### src/rtl/op_sequencer_if.sv
// Handshake/bus bundle between the operator front end (buttons, switches, op unit)
// and op_sequencer.
interface op_sequencer_if;
    logic       setButton;
    logic       displayButton;
    logic [3:0] inputs;
    logic       opDone;
    logic [2:0] Q;
    logic [3:0] opCode;
    logic [3:0] regID1;
    logic [3:0] regID2;
    logic       operate;
    logic       display;
    logic       busy;
    logic       error;

    modport master (
        output setButton,
        output displayButton,
        output inputs,
        output opDone,
        input  Q,
        input  opCode,
        input  regID1,
        input  regID2,
        input  operate,
        input  display,
        input  busy,
        input  error
    );

    modport slave (
        input  setButton,
        input  displayButton,
        input  inputs,
        input  opDone,
        output Q,
        output opCode,
        output regID1,
        output regID2,
        output operate,
        output display,
        output busy,
        output error
    );
endinterface

### src/rtl/op_sequencer.sv
// Debounced operator front end: select opcode/reg1/reg2, then execute via operate/opDone.
// Define OPSEQ_OPCODE_FILTER_EN to accept only opcodes 0 and 1 in SEL_OP.
module op_sequencer #(
    parameter int unsigned DEBOUNCE_CYCLES = 50000,
    parameter int unsigned TIMEOUT_CYCLES  = 16,
    parameter int unsigned CNT_W           = 16
) (
    input logic           clock,
    input logic           reset,
    op_sequencer_if.slave bus
);

    localparam logic [2:0] SEL_OP  = 3'd0;
    localparam logic [2:0] SEL_R1  = 3'd1;
    localparam logic [2:0] SEL_R2  = 3'd2;
    localparam logic [2:0] EXEC    = 3'd3;
    localparam logic [2:0] RELEASE = 3'd4;

    localparam logic [CNT_W-1:0] DEB_LAST = CNT_W'(DEBOUNCE_CYCLES - 1);
    localparam logic [CNT_W-1:0] TMO_LAST = CNT_W'(TIMEOUT_CYCLES - 1);

    // Button index 0 is setButton, index 1 is displayButton.
    logic [1:0]       sync1_q;
    logic [1:0]       sync2_q;
    logic [1:0]       deb_q;
    logic [1:0]       deb_d;
    logic [CNT_W-1:0] dcnt_q [2];
    logic [CNT_W-1:0] dcnt_d [2];
    logic [1:0]       press;
    logic             set_press;
    logic             disp_press;

    logic [2:0]       q_q, q_d;
    logic [3:0]       op_code_q, op_code_d;
    logic [3:0]       reg_id1_q, reg_id1_d;
    logic [3:0]       reg_id2_q, reg_id2_d;
    logic             operate_q, operate_d;
    logic             display_q, display_d;
    logic             busy_q, busy_d;
    logic             error_q, error_d;
    logic [CNT_W-1:0] tcnt_q, tcnt_d;
    logic             op_ok;

    always_ff @(posedge clock or posedge reset) begin
        if (reset) begin
            sync1_q   <= 2'b11;
            sync2_q   <= 2'b11;
            deb_q     <= 2'b11;
            dcnt_q[0] <= '0;
            dcnt_q[1] <= '0;
        end else begin
            sync1_q   <= {bus.displayButton, bus.setButton};
            sync2_q   <= sync1_q;
            deb_q     <= deb_d;
            dcnt_q[0] <= dcnt_d[0];
            dcnt_q[1] <= dcnt_d[1];
        end
    end

    // The counter measures how long the synchronized level has disagreed with the
    // debounced level; any return to agreement restarts it.
    always_comb begin
        for (int i = 0; i < 2; i++) begin
            deb_d[i]  = deb_q[i];
            dcnt_d[i] = '0;
            if (sync2_q[i] != deb_q[i]) begin
                if (dcnt_q[i] == DEB_LAST) begin
                    deb_d[i] = sync2_q[i];
                end else begin
                    dcnt_d[i] = dcnt_q[i] + 1'b1;
                end
            end
        end
    end

    assign press      = deb_q & ~deb_d;
    assign set_press  = press[0];
    assign disp_press = press[1];

`ifdef OPSEQ_OPCODE_FILTER_EN
    assign op_ok = (bus.inputs[3:1] == 3'b000);
`else
    assign op_ok = 1'b1;
`endif

    always_comb begin
        q_d       = q_q;
        op_code_d = op_code_q;
        reg_id1_d = reg_id1_q;
        reg_id2_d = reg_id2_q;
        error_d   = error_q;
        tcnt_d    = '0;

        case (q_q)
            SEL_OP: begin
                if (set_press && op_ok) begin
                    op_code_d = bus.inputs;
                    error_d   = 1'b0;
                    q_d       = SEL_R1;
                end
            end
            SEL_R1: begin
                if (set_press && !bus.inputs[3]) begin
                    reg_id1_d = bus.inputs;
                    q_d       = SEL_R2;
                end
            end
            SEL_R2: begin
                if (set_press && !bus.inputs[3]) begin
                    reg_id2_d = bus.inputs;
                    q_d       = EXEC;
                end
            end
            EXEC: begin
                // Completion wins over a coincident terminal count.
                if (bus.opDone) begin
                    q_d = RELEASE;
                end else if (tcnt_q == TMO_LAST) begin
                    error_d = 1'b1;
                    q_d     = SEL_OP;
                end else begin
                    tcnt_d = tcnt_q + 1'b1;
                end
            end
            RELEASE: begin
                if (!bus.opDone) begin
                    q_d = SEL_OP;
                end
            end
            default: q_d = SEL_OP;
        endcase

        display_d = display_q;
        if (disp_press && (q_q == SEL_R1 || q_q == SEL_R2 || q_q == EXEC)) begin
            display_d = ~display_q;
        end
        if (q_d == SEL_OP && q_q != SEL_OP) begin
            display_d = 1'b0;
        end

        operate_d = (q_d == EXEC);
        busy_d    = (q_d == EXEC) || (q_d == RELEASE);
    end

    always_ff @(posedge clock or posedge reset) begin
        if (reset) begin
            q_q       <= SEL_OP;
            op_code_q <= '0;
            reg_id1_q <= '0;
            reg_id2_q <= '0;
            operate_q <= 1'b0;
            display_q <= 1'b0;
            busy_q    <= 1'b0;
            error_q   <= 1'b0;
            tcnt_q    <= '0;
        end else begin
            q_q       <= q_d;
            op_code_q <= op_code_d;
            reg_id1_q <= reg_id1_d;
            reg_id2_q <= reg_id2_d;
            operate_q <= operate_d;
            display_q <= display_d;
            busy_q    <= busy_d;
            error_q   <= error_d;
            tcnt_q    <= tcnt_d;
        end
    end

    assign bus.Q       = q_q;
    assign bus.opCode  = op_code_q;
    assign bus.regID1  = reg_id1_q;
    assign bus.regID2  = reg_id2_q;
    assign bus.operate = operate_q;
    assign bus.display = display_q;
    assign bus.busy    = busy_q;
    assign bus.error   = error_q;

endmodule

### src/flat_wrapper.sv
// flat-port wrapper written by rule: the top's interface ports become plain ports
module op_sequencer_flat 
#(
    parameter int unsigned DEBOUNCE_CYCLES = 50000,
    parameter int unsigned TIMEOUT_CYCLES  = 16,
    parameter int unsigned CNT_W           = 16
)
  (clock, reset, bus_setButton, bus_displayButton, bus_inputs, bus_opDone, bus_Q, bus_opCode, bus_regID1, bus_regID2, bus_operate, bus_display, bus_busy, bus_error);
  op_sequencer_if bus_i ();
  input logic clock;
  input logic reset;
  input wire logic [$bits(bus_i.setButton)-1:0] bus_setButton;
  input wire logic [$bits(bus_i.displayButton)-1:0] bus_displayButton;
  input wire logic [$bits(bus_i.inputs)-1:0] bus_inputs;
  input wire logic [$bits(bus_i.opDone)-1:0] bus_opDone;
  output wire logic [$bits(bus_i.Q)-1:0] bus_Q;
  output wire logic [$bits(bus_i.opCode)-1:0] bus_opCode;
  output wire logic [$bits(bus_i.regID1)-1:0] bus_regID1;
  output wire logic [$bits(bus_i.regID2)-1:0] bus_regID2;
  output wire logic [$bits(bus_i.operate)-1:0] bus_operate;
  output wire logic [$bits(bus_i.display)-1:0] bus_display;
  output wire logic [$bits(bus_i.busy)-1:0] bus_busy;
  output wire logic [$bits(bus_i.error)-1:0] bus_error;
  assign bus_i.setButton = bus_setButton;
  assign bus_i.displayButton = bus_displayButton;
  assign bus_i.inputs = bus_inputs;
  assign bus_i.opDone = bus_opDone;
  assign bus_Q = bus_i.Q;
  assign bus_opCode = bus_i.opCode;
  assign bus_regID1 = bus_i.regID1;
  assign bus_regID2 = bus_i.regID2;
  assign bus_operate = bus_i.operate;
  assign bus_display = bus_i.display;
  assign bus_busy = bus_i.busy;
  assign bus_error = bus_i.error;
  op_sequencer #(.DEBOUNCE_CYCLES(DEBOUNCE_CYCLES), .TIMEOUT_CYCLES(TIMEOUT_CYCLES), .CNT_W(CNT_W)) u_core (.clock(clock), .reset(reset), .bus(bus_i));
endmodule
### config.mk
export PLATFORM = sky130hd
export DESIGN_NAME = op_sequencer_flat
export DESIGN_NICKNAME = d
export VERILOG_FILES = /design/src/rtl/op_sequencer_if.sv /design/src/rtl/op_sequencer.sv /design/src/flat_wrapper.sv
export SDC_FILE = /design/constraint.sdc
export NUM_CORES = 1
export LEC_CHECK = 0
export ABC_AREA = 1
export BUFFER_PORTS_ARGS = -buffer_cell sky130_fd_sc_hd__buf_2
export CORE_UTILIZATION = 61
export CTS_CLUSTER_DIAMETER = 120
export DETAILED_ROUTE_END_ITERATION = 16
export GPL_TIMING_DRIVEN = 0
export MAX_ROUTING_LAYER = met4
export PLACE_DENSITY = 0.84
export SLEW_MARGIN = 20
export SYNTH_ARGS = -nofsm -noshare
export SYNTH_HDL_FRONTEND = slang
export SYNTH_SLANG_ARGS = --single-unit
### constraint.sdc
create_clock -name clock -period 6.09 [get_ports clock]
set_input_delay 0.9135 -clock clock [delete_from_list [all_inputs] [get_ports clock]]
set_output_delay 0.9135 -clock clock [all_outputs]
set_load 0.02 [all_outputs]
==> run metrics, run 1 <==
Worst Reg-to-Reg Cells 8; Final Max Tran Viols 0; CP endpoint kind primary output; sequential area share after synthesis about half; top-count cell post-synth dfrtp_1; Async S/R FF share, synth 100.0%; CTS tree done; H-tree depth 3; CTS Hold Buffers Added 0; crit-path leading delay family flip-flops; Antenna Violating Nets Remaining 0; top cells by instance count after synthesis 67 x dfrtp_1, 66 x inv_1, 62 x nor2_1, 57 x nand2_1, 22 x nor3_1; HP Class register to register; starting density of the core between 60% and 70%; Placer Congestion 0.9025; register bit total from synthesis between 70 and 80; largest net degree at the start of global routing 53; area taken by flip-flops and latches roughly 1800 sq um; slowest stage delay, CP 0.44 ns; Slowest-stage cell, CP dfrtp_1; top cells by area, synth dfrtp_1 46%, inv_1 6.8%, nor2_1 6.4%; Ant. Diodes 0; via count 2911; Syn Area/Cell approximately 8.6 sq um; Final Util 72.65%; Slew HR between 70% and 80%; Std-Cell Rows 27; final WL 7024 um; clk root buf clkbuf_8; die area 6296 sq um; cts repair resizes 0; Clock Skew 0.01011 ns; TritonCTS buffer count 9; drt via density 5.401; post-CTS setup buffers 0; Pwr Density around 220 nW/um^2; crit-path cells buf_2; area of the multi-input gates about 1500 sq um; DR pass1 iterations 4; CP Max Fanout 6; Nets roughly 470; DIE HEIGHT about 80 um; Mapped Cells between 400 and 500; initial antenna violation count 0; GRT Total Usage between 20% and 30%; Ys Warns 0; min Tclk post-route around 1.9 ns; VDD IR-drop max 189.4 uV; number of setup violations in the final report 0; top cell type's share of synthesized area 45.94%; initial drt markers 180; EDFF count, synth 0; max_cap viols 0; Max Freq approximately 520 MHz; IO Pins 28; Leak 2.014 nW; RSZ-0062 raised after global routing false; Final TNS setup 0 ns; DRC 0; final clock period utilization by the worst path approximately 31%; WP data arrival around 1 ns; Layout area overhead 12.31%; type of the worst setup path register to primary output; drt wl/cell ~13 um; vias in the first global route between 2k and 3k; most area-hungry cell type in the Yosys netlist dfrtp_1; syn nets around 440; dpl hpwl 5122 um; CP Depth 1; CORE AREA 5642 sq um; status completed; hold depth 0; CTS sink cnt between 70 and 80; first-pass GRT wire length 12300 um; Final Hold Viols 0; ys flop type dfrtp_1; Die W around 79 um; critical path required time roughly 5.2 ns; Clock Path Buffers 2; hold_ws 0.3513 ns; Distinct cells, synth between 40 and 50; IO Port Bufs 27; remaining global-route overflow 0; worst skew pair latency approximately 0.35 ns; clock-pin slew on the worst setup and hold paths ~0.08 ns; Worst-Margin Slew 0.4316 ns; fill count about 400; Critical Path Source Type register; cell area after synthesis between 3000 and 4000 sq um; CP bufs+invs 1; share of layout cells above drive strength 1 19.49%
==> layout make-up <==
type | instances | area share (%)
flip-flops and latches | 73 | 44.75
multi-input cells | 272 | 37.09
inverters | 76 | 7.021
repair buffers | 28 | 3.968
clock buffers | 10 | 3.114
well taps | 72 | 2.198
clock inverters | 6 | 1.618
plain buffers | 2 | 0.2442
==> final timing paths <==
check | startpoint | endpoint | slack (ns)
min in group asynchronous | reset | u_core.dcnt_q[17]$_DFF_PP0_ | 0.51
max | u_core.bus.Q[2]$_DFF_PP0_ | bus_Q[2] | 4.18
max reg2reg | u_core.dcnt_q[0]$_DFF_PP0_ | u_core.dcnt_q[14]$_DFF_PP0_ | 4.25
max in group asynchronous | reset | u_core.deb_q[0]$_DFF_PP1_ | 4.99
min reg2reg | u_core.sync1_q[1]$_DFF_PP1_ | u_core.sync2_q[1]$_DFF_PP1_ | 0.35
min | u_core.sync1_q[1]$_DFF_PP1_ | u_core.sync2_q[1]$_DFF_PP1_ | 0.35
==> stage by stage <==
step	total power, mW	cells	worst slack, ns	cell area [sq um]
floorplan	0.5274	423	3.333	3650
global placement	0.5377	522	2.529	3875
detailed placement	0.5420	523	4.136	3905
CTS	0.9127	539	4.191	4099
global route	0.9357	539	3.999	4099
finish	0.9083	539	4.183	4099
==> state kept, by name, summed over array words and instances, names as in the netlist <==
name,count
u_core.bus.Q,3
u_core.tcnt_q,16
u_core.sync2_q,2
u_core.bus.opCode,4
u_core.bus.regID1,4
u_core.bus.busy,1
u_core.bus.operate,1
u_core.deb_q,2
u_core.bus.regID2,4
u_core.bus.error,1
u_core.dcnt_q,32
u_core.bus.display,1
u_core.sync1_q,2
==> placed cells by master (no fill, tap or decap), types with 3 or more instances in the layout <==
cell type / instances
inv_2: 8
nor2_4: 3
o21bai_1: 3
nand4_1: 9
ha_1: 3
dfrtp_1: 67
nor2_2: 5
buf_2: 29
clkinvlp_4: 3
nor3_2: 4
nand2_2: 4
a31oi_1: 4
inv_1: 65
dfstp_2: 6
nor3b_1: 3
a21oi_1: 19
nor3_1: 22
nand3_2: 5
xor2_1: 6
nand2_1: 57
mux2i_1: 9
nor2_1: 62
nand3_1: 21
clkbuf_8: 9
o21ai_0: 12
==> logic make-up after synthesis <==
kind of cell             after synthesis  share of synthesized area, %
flip-flops                            73                         50.26
multiplexers                           9                         2.468
AO/OA/AOI/OAI                         45                         7.062
buffers and inverters                 78                         8.091
XOR/XNOR                               8                         1.920
AND/OR/NAND/NOR                      207                         29.17
adder cells (fa/ha/maj)                3                         1.029
==> metal layers <==
metal  up-vias  global-route usage (%)  part of all wire, %
met5         -                       -                    0
met1      1388                   33.44                   47
met4         0                   9.818                  1.5
met2        65                   41.81                   48
met3        11                   5.287                  3.6
li1       1447                       -                    -
==> power by group <==
group / leakage (nW) / total (mW) / switching [mW] / internal, mW
combinational: 0.951 / 0.0359 / 0.0246 / 0.0113
clock: 0.0889 / 0.377 / 0.187 / 0.190
sequential: 0.974 / 0.496 / 0.00445 / 0.491
total: 2.01 / 0.908 / 0.216 / 0.692
(Power assumes the default switching activity.)
==> run 2: changes to the inputs <==
--- a/config.mk
+++ b/config.mk
@@ -7,12 +7,12 @@
 export LEC_CHECK = 0
 export ABC_AREA = 1
 export BUFFER_PORTS_ARGS = -buffer_cell sky130_fd_sc_hd__buf_2
-export CORE_UTILIZATION = 61
+export CORE_UTILIZATION = 54
 export CTS_CLUSTER_DIAMETER = 120
 export DETAILED_ROUTE_END_ITERATION = 16
 export GPL_TIMING_DRIVEN = 0
 export MAX_ROUTING_LAYER = met4
-export PLACE_DENSITY = 0.84
+export PLACE_DENSITY = 0.79
 export SLEW_MARGIN = 20
 export SYNTH_ARGS = -nofsm -noshare
 export SYNTH_HDL_FRONTEND = slang
==> constraint.sdc (replaced) <==
create_clock -name clock -period 1.75 [get_ports clock]
set_input_delay 0.2625 -clock clock [delete_from_list [all_inputs] [get_ports clock]]
set_output_delay 0.2625 -clock clock [all_outputs]
set_load 0.02 [all_outputs]
==> run 2 against run 1 <==
- the flow now finishes with violations (design-rule violations)
- clock-buffer cell count is 2 higher
- setup slack worse by 4.2 ns
- sequential share of layout area down 3.8 points
- largest power group unchanged
- clock power grew to 3.9 times the previous value
- final area up 9.3%
- clock skew increased by 0.0027 ns
- routed wire length rose by 9.8%
- register-to-register slack lost 4.2 ns
- flip-flop and latch count is the same
- non-clock buffer count increased by 19
- cell count is 4.5% higher
==> run metrics, run 2 (synthesis results as in run 1) <==
crit-path cells ha_2, nand2_2, nor2_4, nand2_2, nor2_4, nand2_2, nor3_4, nand3_4, inv_2, nand2_1, a21oi_1 (was buf_2); HP Class input port to register (was register to register); drt wl/cell 13.69 um (was 13.03 um); VDD IR-drop max 628.8 uV (was 189.4 uV); Critical Path Source Type register (unchanged); CTS sink cnt 73 (unchanged); failing checks design-rule violations; Clock Path Buffers 2 (unchanged); area of the multi-input gates 1693 sq um (was 1520 sq um); WL met2 3896 um (was 3355 um); final WL 7710 um (was 7024 um); min Tclk post-route approximately 1.7 ns; Worst-Margin Slew 0.4708 ns (was 0.4316 ns); Std-Cell Rows 29 (was 27); via count 2994 (was 2911); Clock Skew 0.01282 ns (was 0.01011 ns); Nets 493 (was 474); number of setup violations in the final report 0 (unchanged); initial antenna violation count 0 (unchanged); wire length on met1 3407 um (was 3303 um); Ant. Diodes 0 (unchanged); hold_ws 0.1473 ns (was 0.3513 ns); Max Freq 573.0 MHz; IO Pins 28 (unchanged); Die W 84.21 um (was 79.35 um); Antenna Violating Nets Remaining 0 (unchanged); remaining global-route overflow 0 (unchanged); Leak 2.181 nW (was 2.014 nW); Reg with most FFs u_core.dcnt_q (unchanged); Final Hold Viols 0 (unchanged); Top Layer Used met4 (unchanged); Final Max Tran Viols 0 (unchanged); CTS tree done (unchanged); max FFs per register 32 (unchanged); TritonCTS buffer count 9 (unchanged); die area 7091 sq um (was 6296 sq um); RSZ-0062 raised after global routing true (was false); IO Port Bufs 27 (unchanged); Pwr Density 749.2 nW/um^2 (was 221.6 nW/um^2); largest registers u_core.dcnt_q: 32 flops, u_core.tcnt_q: 16 flops (unchanged); DRC 2 (was 0); most frequent cells in the layout 65 x inv_1, 65 x dfrtp_1, 58 x nor2_1, 52 x nand2_1, 28 x buf_2 (was 67 x dfrtp_1, 65 x inv_1, 62 x nor2_1, 57 x nand2_1, 29 x buf_2); GRT Total Usage 23.63% (was 26.27%); CORE AREA 6422 sq um (was 5642 sq um); final clock period utilization by the worst path ~100%; critical path required time 2.03 ns (was 5.18 ns); initial drt markers 229 (was 180); clk root buf clkbuf_8 (unchanged); max_cap viols 0 (unchanged); worst skew pair latency 0.35 ns (about the same); vias in the first global route 2901 (was 2793); cell mode on critical path nand2_2; H-tree depth 3 (unchanged); Slowest-stage cell, CP dfrtp_1 (unchanged); Total Power 3.357 mW (was 908.3 uW); area taken by flip-flops and latches 1837 sq um (was 1834 sq um); DR pass1 iterations 10 (was 4); type of the worst setup path register to register (was register to primary output); WP data arrival 2.03 ns (was 0.99 ns); WL met3 252 um (was 255 um); dpl hpwl 5222 um (was 5122 um); starting density of the core 56.83% (was 64.69%); first-pass GRT wire length 12820 um (was 12300 um); Layout area overhead 22.76% (was 12.31%); CP Max Fanout 4 (was 6); slowest stage delay, CP 0.35 ns (was 0.44 ns); fill count 487 (was 395); clock-pin slew on the worst setup and hold paths 0.08 ns (about the same); drt via density 5.318 (was 5.401); Slew HR 68.55% (was 70.92%); share of layout cells above drive strength 1 26.54% (was 19.49%); Placer Congestion 0.8784 (was 0.9025); CP endpoint kind register (was primary output); status complete, but fails checks (was completed); DIE HEIGHT 84.21 um (was 79.35 um); largest net degree at the start of global routing 30 (was 53)
[run 2: cell count changes in the layout (fill, tap and decap cells not counted), moves of 3 or more]
cell | before | now
buf_4 | 0 | 14
nor2_4 | 3 | 9
nand2_1 | 57 | 52
nand3_4 | 0 | 4
nor2_1 | 62 | 58
nor3_1 | 22 | 18
dlygate4sd3_1 | 0 | 3
ha_1 | 3 | 0
nand2_2 | 4 | 7
nor3_2 | 4 | 7
[run 2: repair_timing]
item,CTS,global route
hold endpoints to repair,21,0
endpoints found under the setup margin,6,37
cloned,0,0
gates resized for setup,4,43
pin swaps,2,17
buffers inserted,2,13
hold buffers,3,0
[run 2: worst max-delay path: cells and delay by family (launching register included)]
kind	cells	cell delay [ns]
and+or+nand+nor	8	0.90
DFF	1	0.35
adders and majority gates	1	0.21
AOI/OAI and AO/OA	1	0.14
buffers and inverters	1	0.08
[run 2: worst paths after layout]
check | start | to | slack [ns] | depth (start not counted)
max in group asynchronous | reset | u_core.deb_q[0]$_DFF_PP1_ | 0.50 | 5
worst min register to register | u_core.sync1_q[0]$_DFF_PP1_ | u_core.sync2_q[0]$_DFF_PP1_ | 0.36 | 0
worst min-delay path | bus_inputs[1] | u_core.bus.opCode[1]$_DFFE_PP0P_ | 0.15 | 3
min in group asynchronous | reset | u_core.dcnt_q[23]$_DFF_PP0_ | 0.47 | 3
worst max-delay path | u_core.tcnt_q[1]$_DFF_PP0_ | u_core.tcnt_q[12]$_DFF_PP0_ | 0.005 | 11
worst max register to register | u_core.tcnt_q[1]$_DFF_PP0_ | u_core.tcnt_q[12]$_DFF_PP0_ | 0.005 | 11
[run 2: power by group]
part	internal, mW	total, mW	switching (mW)
logic	0.0565	0.148	0.0910
clock network	0.846	1.48	0.633
registers	1.71	1.73	0.0200
[run 2: per-layer routing]
metal  GRT usage [%]  vias up
met3           5.703       13
met1           29.72     1430
li1                -     1483
met4           10.03        0
met2           36.81       68
met5               -        -
[run 2: area by class of cell]
class	instances	area share (%)
Multi-Input combinational cell	272	37.78
Clock buffer	12	3.239
Sequential cell	73	40.99
Clock inverter	4	1.703
Buffer	2	0.4468
Timing Repair Buffer	47	7.177
Inverter	76	6.507
Tap cell	77	2.150
[run 2: metrics by stage]
| step | cells | setup slack [ns] | area [sq um] | setup TNS, ns | util (%) |
|---|---|---|---|---|---|
| 2_1_floorplan | 423 | 0.1813 | 3654 | 0 | - |
| 3_3_place_gp | 527 | -0.01758 | 3885 | -0.01758 | 60.49 |
| 3_5_place_dp | 529 | -0.02909 | 3925 | -0.06885 | 61.11 |
| 4_1_cts | 550 | 0.002404 | 4204 | 0 | 65.46 |
| 6_report | 563 | 0.004818 | 4481 | 0 | 69.76 |
| 5_1_grt | 563 | -0.1447 | 4481 | -0.6575 | 69.76 |
==> run 3: changes to the inputs <==
--- a/config.mk
+++ b/config.mk
@@ -12,7 +12,7 @@
 export DETAILED_ROUTE_END_ITERATION = 16
 export GPL_TIMING_DRIVEN = 0
 export MAX_ROUTING_LAYER = met4
-export PLACE_DENSITY = 0.79
+export PLACE_DENSITY = 0.76
 export SLEW_MARGIN = 20
 export SYNTH_ARGS = -nofsm -noshare
 export SYNTH_HDL_FRONTEND = slang
==> run 3 against run 2 <==
- the flow still finishes with violations (design-rule violations)
- flip-flop and latch count unchanged
- clock skew is 0.0017 ns higher
- non-clock buffer count grew 2
- clock power is 13% lower
- setup slack better by 0.041 ns
- core utilization is 0.70 points higher
- worst hold slack better by 0.0022 ns
- combinational power hardly changed
- power shrank 5.5%
- via count up 0.53%
==> run metrics, run 3 (synthesis results as in run 1) <==
status complete, but fails checks (unchanged); failing checks design-rule violations (unchanged); busiest grt layer met2 (unchanged); clk root buf clkbuf_8 (unchanged); Critical Path Source Type register (unchanged); Sw Ratio 23.71% (was 22.17%); final cell count without fillers 565 (was 563); Pwr Density 700.7 nW/um^2 (was 749.2 nW/um^2); first-pass GRT wire length 12430 um (was 12820 um); Ant. Diodes 0 (unchanged); met3 usage 4.621% (was 5.703%); Std-Cell Rows 29 (unchanged); number of setup violations in the final report 0 (unchanged); Worst-Margin Slew 0.4463 ns (was 0.4708 ns); H-tree depth 3 (unchanged); max_cap viols 0 (unchanged); vias in the first global route 2902 (was 2901); most frequent cells in the layout 64 x inv_1, 63 x dfrtp_1, 54 x nor2_1, 48 x nand2_1, 28 x buf_2 (was 65 x inv_1, 65 x dfrtp_1, 58 x nor2_1, 52 x nand2_1, 28 x buf_2); commonest non-fill, non-tap cell in the layout inv_1; R2R Setup Slk 0.05 ns (was 0.005 ns); Worst Reg-to-Reg Cells 10 (was 11); type of the worst setup path register to register (unchanged); Layout area overhead 24.00% (was 22.76%); HP Class input port to register (unchanged); combinational share of power 4.7% (was 4.4%); drt wl/cell 13.80 um (was 13.69 um); Nets 495 (was 493); Antenna Violating Nets Remaining 0 (unchanged); CORE AREA 6422 sq um (unchanged); number of instances in the placed design 529 (unchanged); dpl hpwl 5030 um (was 5222 um); starting density of the core 56.83% (unchanged); R2R Path Start u_core.dcnt_q[17]$_DFF_PP0_ (was u_core.tcnt_q[1]$_DFF_PP0_); max FFs per register 32 (unchanged); final WL 7797 um (was 7710 um); Placer Congestion 0.8798 (was 0.8784); hold endpoint u_core.bus.regID2[0]$_DFFE_PP0P_ (was u_core.bus.opCode[1]$_DFFE_PP0P_); largest net degree at the start of global routing 34 (was 30); Psw 751.8 uW (was 744.1 uW); final clock period utilization by the worst path 97.38% (was 99.72%); CP Max Fanout 4 (unchanged); drt via density 5.327 (was 5.318); VDD IR-drop max 515.7 uV (was 628.8 uV); Clock Skew 0.01455 ns (was 0.01282 ns); clock-pin slew on the worst setup and hold paths 0.08 ns (about the same); Total Power 3.171 mW (was 3.357 mW); slowest stage delay, CP 0.40 ns (was 0.35 ns); Slowest-stage cell, CP dfrtp_1 (unchanged); Reg with most FFs u_core.dcnt_q (unchanged); largest registers u_core.dcnt_q: 32 flops, u_core.tcnt_q: 16 flops (unchanged); RSZ-0062 raised after global routing true (unchanged); worst skew pair latency 0.36 ns (was 0.35 ns); remaining global-route overflow 0 (unchanged); GRT met1 Usage 28.41% (was 29.72%); CTS tree done (unchanged); Die W 84.21 um (unchanged); crit-path leading delay family simple AND/OR/NAND/NOR gates (unchanged); Clk pwr share 40.7% (was 44.1%); DR pass1 iterations 10 (unchanged); GRT Total Usage 23.10% (was 23.63%); critical path required time 2.02 ns (was 2.03 ns); Power Internal 2.419 mW (was 2.613 mW); share of layout cells above drive strength 1 29.51% (was 26.54%); TritonCTS buffer count 9 (unchanged); Final Hold Viols 0 (unchanged); DRC 4 (was 2); Leak 2.219 nW (was 2.181 nW); initial drt markers 191 (was 229); initial antenna violation count 0 (unchanged); CTS sink cnt 73 (unchanged); Slew HR 70.02% (was 68.55%); Clock Path Buffers 2 (unchanged); R2R Path End u_core.dcnt_q[28]$_DFF_PP0_ (was u_core.tcnt_q[12]$_DFF_PP0_); CP endpoint kind register (unchanged); Max Freq 586.8 MHz (was 573.0 MHz); WP data arrival 1.97 ns (was 2.03 ns); sequential share of power 54.6% (was 51.5%); Final Max Tran Viols 0 (unchanged); crit-path cells ha_4, nand3_4, inv_4, nand3_4, nor2_4, nand2_2, nor2_4, nand2_4, o21ai_2, nor3b_2 (was ha_2, nand2_2, nor2_4, nand2_2, nor2_4, nand2_2, nor3_4, nand3_4, inv_2, nand2_1, a21oi_1); IO Port Bufs 27 (unchanged); CP bufs+invs 1 (unchanged); Final Util 70.47% (was 69.76%); via count 3010 (was 2994); die area 7091 sq um (unchanged); hold depth 3 (unchanged); final instance area 4526 sq um (was 4481 sq um); min Tclk post-route 1.704 ns (was 1.745 ns); Worst Hold Launch bus_inputs[0] (was bus_inputs[1]); Area after DPL 3925 sq um (unchanged); IO Pins 28 (unchanged); DIE HEIGHT 84.21 um (unchanged); met2 Use GR 37.33% (was 36.81%)
## run 3: worst max-delay path by stage
stage,start,to,cells past startpoint
floorplan,u_core.tcnt_q[0]$_DFF_PP0_,u_core.bus.display$_DFFE_PP0P_,13
global placement,u_core.tcnt_q[0]$_DFF_PP0_,u_core.bus.display$_DFFE_PP0P_,13
detailed placement,u_core.tcnt_q[0]$_DFF_PP0_,u_core.bus.display$_DFFE_PP0P_,13
CTS,u_core.dcnt_q[16]$_DFF_PP0_,u_core.dcnt_q[28]$_DFF_PP0_,10
global route,u_core.dcnt_q[27]$_DFF_PP0_,u_core.bus.regID1[0]$_DFFE_PP0P_,9
finish,u_core.dcnt_q[17]$_DFF_PP0_,u_core.dcnt_q[28]$_DFF_PP0_,10
## run 3: metrics by stage
| step | setup TNS, ns | hold slack (ns) | worst slack [ns] |
|---|---|---|---|
| 2_1_floorplan | 0 | 0.2670 | 0.1813 |
| 5_1_grt | -0.2640 | 0.1499 | -0.05024 |
| 6_report | 0 | 0.1496 | 0.04592 |
| 3_5_place_dp | -0.05332 | 0.2425 | -0.04783 |
| 4_1_cts | 0 | 0.1358 | 0.004873 |
| 3_3_place_gp | -0.03114 | 0.3467 | -0.03114 |
## run 3: area by class of cell
type | instances | area, sq um
inverters | 76 | 294.0
repair buffers | 49 | 332.8
clock buffers | 10 | 127.6
clock inverters | 6 | 60.06
fillers | 457 | 1897
well taps | 77 | 96.34
flip-flops and latches | 73 | 1839
plain buffers | 2 | 16.27
multi-input cells | 272 | 1759
## run 3: what timing repair did
| action | CTS | global route |
|---|---|---|
| hold endpoints to repair | 12 | 0 |
| setup buffers | 2 | 15 |
| resized for setup | 1 | 64 |
| setup endpoints to repair | 2 | 37 |
| hold buffers | 3 | 0 |
| pin swaps | 1 | 23 |
## run 3: metal layers
metal	share of wire [%]	vias to the layer above
li1	-	1492
met1	45	1450
met2	50	54
met3	3.1	14
met4	1.9	0
met5	0	-
## run 3: power groups by stage
| stage | Combinational [mW] | Sequential (mW) | Clock (mW) |
|---|---|---|---|
| 2_1_floorplan | 0.0746 | 1.76 | 0 |
| 3_3_place_gp | 0.115 | 1.76 | 0 |
| 3_5_place_dp | 0.129 | 1.76 | 0 |
| 4_1_cts | 0.135 | 1.73 | 1.31 |
| 5_1_grt | 0.173 | 1.73 | 1.37 |
| 6_report | 0.150 | 1.73 | 1.29 |
## run 3: worst reg2reg max path, stage by stage, from the launching register on
cell,delay [ns]
dfrtp_1,0.40
ha_4,0.17
nand3_4,0.10
inv_4,0.11
nand3_4,0.07
nor2_4,0.14
nand2_2,0.08
nor2_4,0.16
nand2_4,0.09
o21ai_2,0.12
nor3b_2,0.19
